<file path="src/rtl/fdiv_prog.sv">
//==============================================================================
// Module   : fdiv_prog
// Brief    : Programmable clock divider with glitch-free divisor updates.
//            Optional macro FDIV_DUTY_EN adds duty_in for a programmable low phase.
// Revision : 1.0 - initial release
//==============================================================================
`default_nettype none

module fdiv_prog #(
    parameter int unsigned WIDTH = 32,
    parameter int unsigned P0    = 512000,
    parameter int unsigned P1    = 1024000,
    parameter int unsigned P2    = 2048000,
    parameter int unsigned P3    = 4096000
) (
    input  logic             fin,
    input  logic             rst_n,
    input  logic             en,
    input  logic [1:0]       sel,
    input  logic             div_ld,
    input  logic [WIDTH-1:0] div_in,
`ifdef FDIV_DUTY_EN
    input  logic [WIDTH-1:0] duty_in,
`endif
    output logic             fout,
    output logic             tick,
    output logic             upd_ack
);

    localparam logic [WIDTH-1:0] c_p0   = WIDTH'(P0);
    localparam logic [WIDTH-1:0] c_p1   = WIDTH'(P1);
    localparam logic [WIDTH-1:0] c_p2   = WIDTH'(P2);
    localparam logic [WIDTH-1:0] c_p3   = WIDTH'(P3);
    localparam logic [WIDTH-1:0] c_one  = WIDTH'(1);
    localparam logic [WIDTH-1:0] c_two  = WIDTH'(2);

    logic [WIDTH-1:0] r_cur_div;
    logic [WIDTH-1:0] r_pend_div;
    logic             r_pend_v;
    logic [1:0]       r_sel_q;
    logic [WIDTH-1:0] r_count;
    logic             r_fout_q;
    logic             r_tick;
    logic             r_upd_ack;

    logic [WIDTH-1:0] w_preset;
    logic [WIDTH-1:0] w_half;
    logic             w_sel_chg;
    logic             w_bypass;
    logic             w_at_end;
    logic             w_boundary;
    logic             w_apply;

`ifdef FDIV_DUTY_EN
    logic [WIDTH-1:0] r_pend_duty;
    logic [WIDTH-1:0] r_cur_duty;
`endif

    always_comb begin
        case (sel)
            2'd0:    w_preset = c_p0;
            2'd1:    w_preset = c_p1;
            2'd2:    w_preset = c_p2;
            default: w_preset = c_p3;
        endcase
    end

    assign w_sel_chg = (sel != r_sel_q);
    assign w_bypass  = (r_cur_div < c_two);
    assign w_at_end  = (r_count == r_cur_div);

    // In bypass every cycle is a full output period, so it is also a boundary;
    // this keeps D=0 from locking out later divisor updates.
    assign w_boundary = ~en | w_at_end | w_bypass;
    assign w_apply    = w_boundary & r_pend_v;

`ifdef FDIV_DUTY_EN
    always_comb begin
        if ((r_cur_duty != '0) && (r_cur_duty < r_cur_div)) begin
            w_half = r_cur_duty;
        end else begin
            w_half = r_cur_div >> 1;
        end
    end
`else
    assign w_half = r_cur_div >> 1;
`endif

    // Divisor capture and hand-over; the value pending at the boundary is the
    // one applied, while a same-cycle capture becomes the next pending value.
    always_ff @(posedge fin or negedge rst_n) begin
        if (!rst_n) begin
            r_cur_div  <= c_p0;
            r_pend_div <= '0;
            r_pend_v   <= 1'b0;
            r_sel_q    <= 2'd0;
            r_upd_ack  <= 1'b0;
        end else begin
            r_sel_q   <= sel;
            r_upd_ack <= w_apply;
            if (w_apply) begin
                r_cur_div <= r_pend_div;
            end
            if (div_ld) begin
                r_pend_div <= div_in;
                r_pend_v   <= 1'b1;
            end else if (w_sel_chg) begin
                r_pend_div <= w_preset;
                r_pend_v   <= 1'b1;
            end else if (w_apply) begin
                r_pend_v   <= 1'b0;
            end
        end
    end

`ifdef FDIV_DUTY_EN
    always_ff @(posedge fin or negedge rst_n) begin
        if (!rst_n) begin
            r_pend_duty <= '0;
            r_cur_duty  <= '0;
        end else begin
            if (w_apply) begin
                r_cur_duty <= r_pend_duty;
            end
            if (div_ld) begin
                r_pend_duty <= duty_in;
            end else if (w_sel_chg) begin
                r_pend_duty <= '0;
            end
        end
    end
`endif

    // Period counter and registered outputs; both lag count by one cycle.
    always_ff @(posedge fin or negedge rst_n) begin
        if (!rst_n) begin
            r_count  <= c_one;
            r_fout_q <= 1'b0;
            r_tick   <= 1'b0;
        end else if (!en) begin
            r_count  <= c_one;
            r_fout_q <= 1'b0;
            r_tick   <= 1'b0;
        end else if (w_bypass) begin
            r_count  <= c_one;
            r_fout_q <= (r_count > w_half);
            r_tick   <= 1'b1;
        end else begin
            r_count  <= w_at_end ? c_one : (r_count + c_one);
            r_fout_q <= (r_count > w_half);
            r_tick   <= w_at_end;
        end
    end

    // D=1 passes the input clock straight through, gated only by en.
    always_comb begin
        if (r_cur_div == c_one) begin
            fout = fin & en;
        end else if (r_cur_div == '0) begin
            fout = 1'b0;
        end else begin
            fout = r_fout_q;
        end
    end

    assign tick    = r_tick;
    assign upd_ack = r_upd_ack;

endmodule

`default_nettype wire

</file>
<file path="config.mk">
export PLATFORM = sky130hd
export DESIGN_NAME = fdiv_prog
export DESIGN_NICKNAME = d
export VERILOG_FILES = /design/src/rtl/fdiv_prog.sv
export SDC_FILE = /design/constraint.sdc
export NUM_CORES = 1
export LEC_CHECK = 0
export BUFFER_PORTS_ARGS = -buffer_cell sky130_fd_sc_hd__buf_2
export CORE_ASPECT_RATIO = 1.1
export CORE_UTILIZATION = 57
export CTS_CLUSTER_DIAMETER = 100
export CTS_CLUSTER_SIZE = 20
export DETAILED_ROUTE_END_ITERATION = 10
export PLACE_DENSITY_LB_ADDON = 0.25
export SLEW_MARGIN = 20
export SYNTH_ARGS = -nofsm -noshare
export SYNTH_HDL_FRONTEND = slang
export SYNTH_SLANG_ARGS = --single-unit
</file>
<file path="constraint.sdc">
create_clock -name fin -period 6.4 [get_ports fin]
set_clock_uncertainty 0.2 [all_clocks]
set_input_delay 0.64 -clock fin [delete_from_list [all_inputs] [get_ports fin]]
set_output_delay 0.64 -clock fin [all_outputs]
set_load 0.05 [all_outputs]
</file>
==> metrics.txt, run 1 <==
Synth top cells by count dfrtp_1 (95), nand2_1 (88), xor2_1 (48), nor2_1 (39), o211ai_1 (38); sequential-to-total area share from yosys stat 42.7%; NetSw approximately 0.44 mW; final slew viol count 0; top-level I/O count between 40 and 50; CTS tree yes; share of cells above drive strength 1 ~16%; WHS 0.123 ns; Syn Area/Cell slightly below 10 µm²; DR WL met2 ~6.7 mm; power density cells between 200 and 250 nW/µm²; most frequent cell after synthesis dfrtp_1; worst hold path depth 1; design area 6470 µm²; later-pin clock latency in the skew report approximately 0.50 ns; Async SR Flop Fraction 100%; outcome completed; Inserted Diodes 0; Die Y between 100 and 150 µm; critical path fanouts, max 2; Max-Cap Viols 0; first-pass GRT wire length 23.1 mm; Std-Cell Core Area 10000 µm²; port buffer count 40; ys flop type dfrtp_1; die area between 10000 and 15000 µm²; initial antenna violation count 0; Final setup viols 0; RSZ-0062 raised after global routing false; post-DP HPWL around 10 mm; post-CTS setup buffer count 0; worst min path class in -> reg; via/cell ratio a little under 6; final wirelength 13.9 mm; Die Width roughly 100 µm; total negative setup slack 0 ns; startpoint types clock port; post-synthesis register bit count around 100; total leakage power a little over 3 nW; CTS resizes 0; DRT iter0 DRCs a little under 300; Reg power frac 53.3%; Mapped Area between 5000 and 6000 µm²; post-DR wirelength/cell 17.6 µm; Rows 38; slew margin rel. approximately 37%; max layer used met4; Synth area leader dfrtp_1; number of fill cells about 840; Tightest Pin Transition 0.941 ns; Final nets 713; Total Routing Usage GR between 20% and 30%; Crit Path Class clk -> out; worst reg2reg path depth 6; Clock Power Share ~31%; Worst Path Arrival approximately 3.8 ns; hold buffer count at cts 1; switch share between 30 and 40%; Final Hold Fails 0; internal cell power 0.989 mW; Routed Antenna Nets 0; Reg area roughly 2600 µm²; # DRC 0; DP Area 6230 µm²; maximum number of pins on one net before global-route repair 70; grt ovf 0; Synthesis Warnings 0; area of the multi-input gates ~3100 µm²; number of synthesized flops with an enable pin 0; Final Wtd Congestion just over 0.9; Starting Density between 50 and 60%; CTS clk-pin slew, worst paths approximately 0.10 ns; area delta synth->final 7.91%; Max rail drop VDD between 0.15 and 0.2 mV; CP Capture Type output pin; TritonRoute pass-1 iters 5; Post-Syn Nets 689; top-area cell type share of the netlist area between 30% and 40%; WL met1 approximately 6.3 mm; via count 4694; Synth area leaders dfrtp_1 (40%), xor2_1 (7.0%), ha_1 (6.7%); routed wl met3 between 500 and 600 µm; Gate power share between 10% and 20%; post-synthesis cell count about 620; vias in the first global route 4582; Distinct cells, synth 45; Critical Path RT between 5 and 6 ns
[area by class of cell]
cell class | instances | area share, %
Clock buffer | 15 | 2.90
Sequential cell | 102 | 39.6
Timing Repair Buffer | 46 | 3.91
Clock inverter | 5 | 0.619
Inverter | 36 | 2.09
Tap cell | 140 | 2.71
Multi-Input combinational cell | 444 | 48.2
[registers in the layout (all words and copies together), names as in the netlist]
name / cells
upd_ack: 1
tick: 1
r_count: 32
r_cur_div: 32
r_pend_div: 32
r_fout_q: 1
r_pend_v: 1
r_sel_q: 2
[critical path: stages]
cell,delay [ns]
clkbuf_8,0.11
clkbuf_8,0.12
nand3_1,0.06
o21ai_0,0.08
buf_2,0.21
[placed cells by master (no fill, tap or decap), drive strengths merged, types with 5 or more instances in the layout]
cell type	synthesis	final
dfrtp	95	95
nand2	88	88
o211ai	66	66
xor2	48	48
buf	9	46
nor2	39	39
inv	35	38
ha	32	32
a22o	22	22
nor4	22	22
nand4	17	17
xnor2	16	16
a21oi	16	16
nand3	15	15
clkbuf	28	14
o21ai	12	12
nor3	9	9
and4	7	7
dfstp	7	7
and3	5	5
and2	5	5
[path summary, 6_finish.rpt]
check / slack [ns] / start / endpoint
worst max-delay path: 1.77 / fin / fout
worst min-delay path: 0.12 / sel[0] / r_sel_q[0]
worst max register to register: 3.05 / r_count[9] / r_count[1]
worst min register to register: 0.29 / r_pend_div[15] / r_pend_div[15]
max in group asynchronous: 4.38 / rst_n / r_cur_div[9]
min in group asynchronous: 0.42 / rst_n / r_count[28]
[layer usage]
metal | global-route usage, % | up-vias
li1 | - | 2262
met1 | 37.2 | 2290
met4 | 14.1 | 0
met3 | 5.02 | 24
met5 | 0 | -
met2 | 44.3 | 118
[metrics by stage]
step	instances	total power, mW	util [%]	setup WS [ns]
after CTS	788	1.44	64.5	1.76
after floorplan	619	0.916	-	1.83
final	788	1.43	64.5	1.77
after global routing	788	1.50	64.5	1.75
after global placement	768	0.988	62.1	2.03
after detailed placement	768	0.998	62.1	2.03
[power groups by stage]
stage / Combinational, mW / Sequential [mW] / Clock, mW
after detailed placement: 0.225 / 0.772 / 0.000532
after global routing: 0.256 / 0.768 / 0.478
after global placement: 0.219 / 0.768 / 0.000532
after floorplan: 0.167 / 0.749 / 0.000532
after CTS: 0.228 / 0.759 / 0.449
final: 0.227 / 0.762 / 0.441
[logic make-up after synthesis]
| kind of cell | count (synthesis) | synth area share (%) |
|---|---|---|
| AND/OR/NAND/NOR | 215 | 17.4 |
| AO/OA/AOI/OAI | 132 | 18.3 |
| flip-flops | 102 | 42.7 |
| buffers and inverters | 73 | 5.37 |
| XOR/XNOR | 64 | 9.35 |
| adder cells (fa/ha/maj) | 32 | 6.68 |
| multiplexers | 1 | 0.167 |
Power figures use the tool's default switching activity.
==> run 2: changes to the inputs <==
==> constraint.sdc (replaced) <==
create_clock -name fin -period 4.53 [get_ports fin]
set_clock_uncertainty 0.2 [all_clocks]
set_input_delay 0.453 -clock fin [delete_from_list [all_inputs] [get_ports fin]]
set_output_delay 0.453 -clock fin [all_outputs]
set_load 0.05 [all_outputs]
==> run 2 against run 1 <==
  * Design area is 3.5% higher
  * Hold slack got worse by 0.11 ns
  * Critical path depth is the same
  * Sequential power is 42% higher
  * First-iteration DRC count is 1.0% higher
  * Non-clock buffer count rose by 21
  * Largest cell class unchanged
==> metrics.txt, run 2 (same netlist as run 1, synthesis figures left out) <==
worst min path class in -> reg; later-pin clock latency in the skew report around 0.48 ns; startpoint types clock port; commonest non-fill, non-tap cell in the layout dfrtp_1; Setup WS pre-CTS between 1 and 1.5 ns; via count between 4000 and 5000; vias in the first global route 4704; Die Y approximately 110 µm; Starting Density around 60%; Global Route met2 Usage roughly 45%; Critical Path RT about 3.9 ns; Largest stage delay, worst path approximately 0.24 ns; post-DP HPWL 9.79 mm; total negative setup slack 0 ns; overall power approximately 2.1 mW; hold buffer count at cts 22; CP most frequent cell clkbuf_8; Max-Cap Viols 0; Rows 38; share of cells above drive strength 1 15.7%; area delta synth->final 11.7%; GR Util met1 36.8%; Die Width about 100 µm; Final nets 734; die area approximately 11000 µm²; WHS 0.00879 ns; Inserted Diodes 0; DRT iter0 DRCs ~290; Final Hold Fails 0; CP Capture Type output pin; power density cells 311 nW/µm²; Tightest Pin Transition around 0.92 ns; Crit Path Class clk -> out; slowest cell on the critical path buf_2; post-CTS setup buffer count 0; Max rail drop VDD ~0.27 mV; port buffer count 40; CTS resizes 0; Final Wtd Congestion around 0.93; Worst Path Arrival 2.94 ns; total leakage power around 3.1 nW; number of fill cells between 700 and 800; post-DR wirelength/cell approximately 18 µm; first-pass GRT wire length roughly 23 mm; TritonRoute pass-1 iters 5; CTS clk-pin slew, worst paths about 0.09 ns; setup ws final roughly 0.94 ns; top-level I/O count between 40 and 50; maximum number of pins on one net before global-route repair 73; CP cell instances clkbuf_8 -> clkbuf_8 -> nand3_1 -> o21ai_0 -> buf_2; design area approximately 6700 µm²; Std-Cell Core Area approximately 10000 µm²; biggest regs r_count: 32 flops, r_cur_div: 32 flops, r_pend_div: 32 flops; Total Routing Usage GR ~28%; Final setup viols 0; grt ovf 0; Top Usage Layer GRT met2; met3 track demand over resource about 5.3%; Routed Antenna Nets 0; final wirelength 14.2 mm; slew margin rel. around two fifths; CTS tree yes; most frequent cells in the layout dfrtp_1 (95), nand2_1 (88), xor2_1 (48); critical path fanouts, max 2; RSZ-0062 raised after global routing false; final slew viol count 0; outcome completed; # DRC 0; DP Area 6230 µm²; initial antenna violation count 0; via/cell ratio 6.09
[run 2: through the flow]
stage / cells / utilization, %
3_3_place_gp: 768 / 62.1
4_1_cts: 808 / 66.7
6_report: 808 / 66.7
2_1_floorplan: 619 / -
3_5_place_dp: 768 / 62.1
5_1_grt: 808 / 66.7
[run 2: area by class of cell]
type / instances / area [µm²] / area share [%]
repair buffers: 67 / 463 / 6.92
clock inverters: 4 / 55.1 / 0.823
flip-flops and latches: 102 / 2560 / 38.3
clock buffers: 15 / 188 / 2.80
well taps: 140 / 175 / 2.62
inverters: 36 / 135 / 2.02
multi-input cells: 444 / 3110 / 46.5
[run 2: final timing paths]
check	start	endpoint	slack, ns	cells after the start
max	fin	fout	0.94	5
min	div_in[6]	r_pend_div[6]	0.009	2
max reg2reg	r_cur_div[27]	r_count[1]	1.28	6
min reg2reg	r_pend_div[16]	r_pend_div[16]	0.29	2
max in group asynchronous	rst_n	r_cur_div[18]	2.69	3
min in group asynchronous	rst_n	r_count[28]	0.45	2
[run 2: power by group]
part,switching (mW),internal [mW]
clock,0.335,0.329
sequential,0.0966,0.982
combinational,0.188,0.149
total,0.620,1.46
[run 2: per-layer routing]
metal,wire (µm),share of wire (%)
met2,6860,48
met3,795,5.6
met1,6210,44
met5,0,0
met4,381,2.7
[run 2: critical path, delay by kind of cell]
family,cells,cell delay [ns]
AND/OR/NAND/NOR,1,0.07
buffers and inverters,3,0.47
AO/OA/AOI/OAI,1,0.13
